<file path="src/rtl/moving_average_pkg.sv">
// Shared constants and helpers for the moving_average_n filter family.
// Optional build macro used by the filter: MOVING_AVERAGE_N_ROUND_EN (round half up).
package moving_average_pkg;

    localparam int DEFAULT_DATA_W   = 8;
    localparam int DEFAULT_LOG2_WIN = 2;

    typedef logic signed [DEFAULT_DATA_W-1:0] sample_t;

    // A sum of 2^log2_win samples needs log2_win extra bits to never overflow.
    function automatic int sum_width(input int data_w, input int log2_win);
        return data_w + log2_win;
    endfunction

endpackage

</file>
<file path="src/rtl/moving_average_delay_line.sv">
// Shift-enabled delay line holding the last DEPTH accepted samples.
// oldest_o is the sample accepted DEPTH shifts ago (zero while still filling).
module moving_average_delay_line #(
    parameter int DATA_W = 8,
    parameter int DEPTH  = 4
) (
    input  logic              system1000,
    input  logic              system1000_rstn,
    input  logic              clear_i,
    input  logic              shift_en_i,
    input  logic [DATA_W-1:0] data_i,
    output logic [DATA_W-1:0] oldest_o
);

    logic [DATA_W-1:0] hist_q [DEPTH];

    always_ff @(posedge system1000 or negedge system1000_rstn) begin
        if (!system1000_rstn) begin
            for (int i = 0; i < DEPTH; i++) hist_q[i] <= '0;
        end else if (clear_i) begin
            for (int i = 0; i < DEPTH; i++) hist_q[i] <= '0;
        end else if (shift_en_i) begin
            hist_q[0] <= data_i;
            for (int i = 1; i < DEPTH; i++) hist_q[i] <= hist_q[i-1];
        end
    end

    assign oldest_o = hist_q[DEPTH-1];

endmodule

</file>
<file path="src/rtl/moving_average_n.sv">
// Streaming moving average over the last 2^LOG2_WIN signed samples, 1-cycle latency.
// Build option: define MOVING_AVERAGE_N_ROUND_EN to round half up instead of flooring.
module moving_average_n
    import moving_average_pkg::*;
#(
    parameter int DATA_W   = DEFAULT_DATA_W,
    parameter int LOG2_WIN = DEFAULT_LOG2_WIN
) (
    input  logic              system1000,
    input  logic              system1000_rstn,
    input  logic [DATA_W-1:0] in_data,
    input  logic              in_valid,
    input  logic              clear,
    output logic [DATA_W-1:0] out_data,
    output logic              out_valid,
    output logic              primed
);

    localparam int SUM_W = sum_width(DATA_W, LOG2_WIN);
    localparam int WIN   = 1 << LOG2_WIN;
    localparam int CNT_W = LOG2_WIN + 1;
    localparam logic [CNT_W-1:0] WIN_CNT = CNT_W'(WIN);

    logic                     accept;
    logic [DATA_W-1:0]        oldest;
    logic signed [SUM_W-1:0]  in_ext, old_ext, sum_next;
    logic [DATA_W-1:0]        avg;
    logic signed [SUM_W-1:0]  sum_q, sum_d;
    logic [CNT_W-1:0]         fill_q, fill_d;
    logic [DATA_W-1:0]        out_data_q, out_data_d;
    logic                     out_valid_q, out_valid_d;
    logic                     primed_q, primed_d;

    assign accept = in_valid && !clear;

    moving_average_delay_line #(
        .DATA_W(DATA_W),
        .DEPTH (WIN)
    ) u_delay_line (
        .system1000     (system1000),
        .system1000_rstn(system1000_rstn),
        .clear_i        (clear),
        .shift_en_i     (accept),
        .data_i         (in_data),
        .oldest_o       (oldest)
    );

    // Wraparound in the intermediate add/subtract is harmless: the true sum always fits SUM_W.
    always_comb begin
        in_ext   = {{LOG2_WIN{in_data[DATA_W-1]}}, in_data};
        old_ext  = {{LOG2_WIN{oldest[DATA_W-1]}}, oldest};
        sum_next = sum_q + in_ext - old_ext;
    end

`ifdef MOVING_AVERAGE_N_ROUND_EN
    logic signed [SUM_W:0] round_sum;

    always_comb begin
        round_sum = {sum_next[SUM_W-1], sum_next} + (SUM_W+1)'(WIN / 2);
        avg       = DATA_W'(round_sum >>> LOG2_WIN);
    end
`else
    always_comb begin
        avg = DATA_W'(sum_next >>> LOG2_WIN);
    end
`endif

    always_comb begin
        sum_d       = sum_q;
        fill_d      = fill_q;
        out_data_d  = out_data_q;
        out_valid_d = 1'b0;
        primed_d    = primed_q;
        if (clear) begin
            sum_d    = '0;
            fill_d   = '0;
            primed_d = 1'b0;
        end else if (in_valid) begin
            sum_d       = sum_next;
            out_data_d  = avg;
            out_valid_d = 1'b1;
            if (fill_q != WIN_CNT) fill_d = fill_q + 1'b1;
            primed_d = (fill_d == WIN_CNT);
        end
    end

    always_ff @(posedge system1000 or negedge system1000_rstn) begin
        if (!system1000_rstn) begin
            sum_q       <= '0;
            fill_q      <= '0;
            out_data_q  <= '0;
            out_valid_q <= 1'b0;
            primed_q    <= 1'b0;
        end else begin
            sum_q       <= sum_d;
            fill_q      <= fill_d;
            out_data_q  <= out_data_d;
            out_valid_q <= out_valid_d;
            primed_q    <= primed_d;
        end
    end

    assign out_data  = out_data_q;
    assign out_valid = out_valid_q;
    assign primed    = primed_q;

endmodule

</file>
<file path="config.mk">
export PLATFORM = sky130hd
export DESIGN_NAME = moving_average_n
export DESIGN_NICKNAME = d
export VERILOG_FILES = /design/src/rtl/moving_average_pkg.sv /design/src/rtl/moving_average_delay_line.sv /design/src/rtl/moving_average_n.sv
export SDC_FILE = /design/constraint.sdc
export NUM_CORES = 1
export LEC_CHECK = 0
export ABC_AREA = 1
export ABC_CLOCK_PERIOD_IN_PS = 4730
export CAP_MARGIN = 20
export CORE_MARGIN = 2
export CORE_UTILIZATION = 38
export DETAILED_ROUTE_END_ITERATION = 10
export PLACE_DENSITY = 0.58
export SYNTH_ARGS = -nofsm -noshare
export SYNTH_HDL_FRONTEND = slang
export SYNTH_SLANG_ARGS = --single-unit
</file>
<file path="constraint.sdc">
create_clock -name system1000 -period 4.73 [get_ports system1000]
set_clock_uncertainty 0.2 [all_clocks]
set_input_delay 0.7095 -clock system1000 [delete_from_list [all_inputs] [get_ports system1000]]
set_output_delay 0.7095 -clock system1000 [all_outputs]
set_load 0.05 [all_outputs]
</file>
# After elaboration in Yosys (flattened, before gate mapping)
# Cells that the tools add are included.
totals:
  inputBits: 12
  ff_bits: 55
  out_inout_bits: 10
op_classes:
  n_reduce_logical: 5
  n_mux: 13
  n_eq_ne: 2
  bitwise: 1
  n_addsub: 3
op_table:
  columns: ["cell", "n"]
  rows:
  - ["32-bit 2-to-1 mux", 2]
  - ["10-bit 2-to-1 mux", 2]
  - ["3-bit 2-to-1 mux", 5]
  - ["10-bit by 8-bit adder with 10-bit output", 1]
  - ["10-bit by 8-bit subtractor with 10-bit output", 1]
  - ["1-bit 2-to-1 mux", 4]
  - ["2-bit nonzero test", 2]
  - ["3-bit by 1-bit adder with 3-bit output (second input constant)", 1]
  - ["3-bit equality test (second input constant)", 1]
  - ["3-bit inequality test (second input constant)", 1]
  - ["2-bit AND reduction", 1]
  - ["1-bit logical AND", 1]
  - ["1-bit logical NOT", 1]
  - ["1-bit NOT", 1]

# Longest topological paths before layout
logic_depth:
  ltp_word: 7
  depth_mapped: 14

# By module
# A second synthesis with hierarchy kept.
unflattened:
  cells_unflattened: 362
  hier_area_um2: 3001.6
by_module_without_submodules:
  columns: ["mod", "seq_area_each_um2", "n_inst", "area_per_inst_um2", "cells_each"]
  rows:
  - ["moving_average_n", 575.6, 1, 1656.6, 214]
  - ["moving_average_delay_line", 800.8, 1, 1345.0, 148]

# Worst setup path after synthesis
# Ideal clock, no wire load.
synth_timing:
  kind: "input port to flip-flop"
  start: "input in_data[1]"
  end: "register out_data_q[4] (netlist: out_data[4])"
  t_arrival_ns: 2.243
  stages: 11
  setup_slack_ns: 2.168
  n_path_buf: 0
  setup_time_ns: 0.119
  path_cell_list: "inv_1 > fa_1 > fa_1 > inv_1 > nand3_1 > nand2_1 > nand3_1 > nand2_1 > nand2_1 > nand3_1 > nand2_1"
synth_via:
  elab_chain_len: 2
synth_rtl:
  columns: ["item", "line_no", "text"]
  rows:
  - ["from (decl)", "moving_average_n.sv:11", "input logic [DATA_W-1:0] in_data,"]
  - ["10-bit by 8-bit adder with 10-bit output", "moving_average_n.sv:52", "sum_next = sum_q + in_ext - old_ext;"]
  - ["10-bit by 8-bit subtractor with 10-bit output", "moving_average_n.sv:52", null]
  - ["to (signal assigned)", "moving_average_n.sv:97", "out_data_q <= out_data_d;"]
  - ["to (decl)", "moving_average_n.sv:30", "logic [DATA_W-1:0] out_data_q, out_data_d;"]
# Every way passes these cells.
# A chain may end at the register's enable or synchronous reset.

# Final worst setup path
layout_timing:
  start: "input in_data[7]"
  end: "register sum_q[9]"
layout_via:
  elab_chain_len: 4
layout_rtl:
  columns: ["item", "line_no", "text"]
  rows:
  - ["10-bit by 8-bit adder with 10-bit output", "moving_average_n.sv:52", null]
  - ["10-bit by 8-bit subtractor with 10-bit output", "moving_average_n.sv:52", null]
  - ["10-bit 2-to-1 mux", "moving_average_n.sv:78", "end else if (in_valid) begin"]
  - ["10-bit 2-to-1 mux", "moving_average_n.sv:74", "if (clear) begin"]
  - ["to (signal assigned)", "moving_average_n.sv:95", "sum_q <= sum_d;"]
  - ["to (decl)", "moving_average_n.sv:28", "logic signed [SUM_W-1:0] sum_q, sum_d;"]
# Every way passes these cells. The select of a mux whose other input is x is not followed.

==> impl_metrics.toml <==
[power]
leakage_uw = 0.001600
pwr-share-clk = 0.199
pwr-share-seq = 0.399
power.switching_uw = 538.3
switching_share = 0.3837
comb_power_share = 0.402
p_int_uw = 864.5
ir_drop_v = 0.0001849
power_density_mw_per_mm2 = 440.7

[sta]
min_period_over_period = 0.6080
hold_ws_ns = 0.2863
rsz0062_at_grt = "no"
report.final.setup_viol = 0
slew_violations = 0
tns_ns = 0
hold_violations = 0
tightest_slew_ns = 0.7049
slew_headroom = 0.5294
max_freq_ghz = 0.3477
fin_crit_ns = 2.876

[yosys]
synth-seq-cells = 55
synth_cell_types = 24
yosys_warnings = 0
synth_seq_area_share = 0.4919
netlist_instances = 316
synth.avg_cell_area_um2 = 8.853
syn_area_mm2 = 0.002798
syn_nets = 350

[drt]
vias = 1949
ant_nets = 0
drtPass1Iterations = 4
wirelength_mm = 4.942
via_per_inst = 4.470
first_iter_violations = 137
drc = 0
avgRoutedWirePerCell_um = 11.33

[floorplan]
dieArea_mm2 = 0.008065
die_w_um = 89.81
coreArea_mm2 = 0.007176
fp.dieH_um = 89.81
ios = 22
rows = 31
start_util = 0.3899

[worst_setup_path]
crit_type = "input port to flip-flop"
critPathMaxFanout = 5
reg2reg_depth = 10
reg2reg_from = "u_delay_line.oldest_o[1]$_DFFE_PN0P_"
worstPathRequired_ns = 4.73
r2r_setup_slack_ns = 2.40
regToRegEndpoint = "sum_q[6]$_DFFE_PN0P_"
critPathLaunchType = "input port"
cp.arrival_ns = 2.87
end_kind = "flip-flop"

[cells_and_area]
n_antenna_cell = 0
drive_gt1_frac = 0.04451
final_cell_mix = "inv_1 (75), nand2_1 (69), dfrtp_1 (55), o22ai_1 (27), clkdlybuf4s50_1 (20)"
fin_util = 0.4436
final_common_cell = "inv_1"
stdcell_count = 436
syn2layout_area_growth_pct = 13.77
design_area_mm2 = 0.003183
fin_nets = 370

[global_route]
grt_pass1_wl_mm = 9.128
grt_overflow = 0
antenna_found_initial = 0
grt_pass1_vias = 1991
grt_max_degree = 56
grt_usage = 0.1371

[place]
place_area_mm2 = 0.003083
place_congestion = 0.7662
numPortBuffers = 21
placed_cells = 428
dp_hpwl_mm = 3.456

[clock_network]
cts_max_level = 2
cts_resized = 0
cts_setup_buffers = 0
cts_made_buffers = 5
cts_tree = "yes"
cts.root.buffer_cell = "clkbuf_8"
cts.clk_slew.worst_paths_ns = 0.09
clockBufferDepth = 2
clk_latency_ns = 0.30
cts.sinks = 55
cts_hold_buf = 0

[hold_path]
hp-start = "out_data[3]$_DFFE_PN0P_"
hp-class = "flip-flop to flip-flop"
worstHoldPathCells = 2
min_to = "out_data[3]$_DFFE_PN0P_"

[status]
outcome = "complete, no violations"

[run]
maxCapViolations = 0
[kinds of logic (layout without fill, tap and decap cells)]
logic type               after synthesis  in the layout  synth area share
adder cells (fa/ha/maj)               22             22            0.1225
AO/OA/AOI/OAI                         53             53            0.1114
flip-flops                            55             55            0.4919
XOR/XNOR                               1              1          0.003131
buffers and inverters                 87            108            0.1230
AND/OR/NAND/NOR                       98             98            0.1480
[cells in the mapped netlist]
master,number,share of area
a21o_1,2,0.0054
a21oi_1,5,0.0089
a21oi_2,1,0.0031
a31oi_1,1,0.0022
buf_2,8,0.014
buf_6,1,0.0040
dfrtp_1,55,0.49
fa_1,9,0.064
ha_1,13,0.058
inv_1,75,0.10
inv_2,3,0.0040
nand2_1,69,0.093
nand3_1,17,0.030
nand3b_1,3,0.0080
nand4_1,1,0.0022
nor2_1,5,0.0067
nor2_2,1,0.0022
nor2_4,1,0.0040
nor3_1,1,0.0018
o21a_1,1,0.0027
o21ai_0,10,0.018
o21ai_1,6,0.011
o22ai_1,27,0.060
xor2_1,1,0.0031
[state kept, by name (all words and copies together), names as in the netlist]
name and count:
u_delay_line.hist_q 24, sum_q 10, out_data 8, u_delay_line.oldest_o 8, fill_q 3, out_valid 1, primed 1
[power groups by stage]
stage,clock (uW),sequential [uW],combinational (uW)
floorplan,0,677,306
global placement,0,569,562
detailed placement,0,570,567
CTS,290,560,572
global route,307,569,642
finish,279,559,564
[worst max-delay path by stage]
stage	from	endpoint	slack, ns	cells past startpoint
final	in_data[7]	sum_q[9]$_DFFE_PN0P_	1.85	11
after global routing	in_data[1]	sum_q[6]$_DFFE_PN0P_	1.68	12
after CTS	in_data[1]	sum_q[6]$_DFFE_PN0P_	1.85	12
after detailed placement	in_data[1]	sum_q[6]$_DFFE_PN0P_	1.53	12
after global placement	in_data[7]	sum_q[9]$_DFFE_PN0P_	1.53	11
after floorplan	in_data[1]	out_data[4]$_DFFE_PN0P_	2.17	11
[layer usage]
metal / global-route usage / wire length (um) / vias to the layer above
met5: 0 / 0 / -
met4: 0.03846 / 60 / 0
met3: 0.02934 / 146 / 5
met2: 0.2197 / 2168 / 19
met1: 0.1899 / 2567 / 898
li1: - / - / 1027
[critical path, stage by stage]
cell             delay, ns
clkdlybuf4s50_1       0.49
inv_1                 0.10
fa_1                  0.55
inv_1                 0.05
ha_1                  0.34
nand2_1               0.11
inv_1                 0.05
a21oi_1               0.18
nand4_1               0.11
nand3_1               0.12
nand2_1               0.06
[per-stage QoR]
stage / power (uW) / setup WS [ns]
3_5_place_dp: 1137 / 1.531
5_1_grt: 1517 / 1.679
3_3_place_gp: 1132 / 1.534
4_1_cts: 1422 / 1.845
2_1_floorplan: 982.7 / 2.168
6_report: 1403 / 1.854
[final cells by class]
cell class | instances | area (um2)
clock buffer | 8 | 100.1
fill | 738 | 3993
inverter | 78 | 292.8
multi-input combinational | 174 | 1077
sequential | 55 | 1376
tap | 99 | 123.9
timing repair buffer | 22 | 212.7
(Power assumes the default switching activity.)
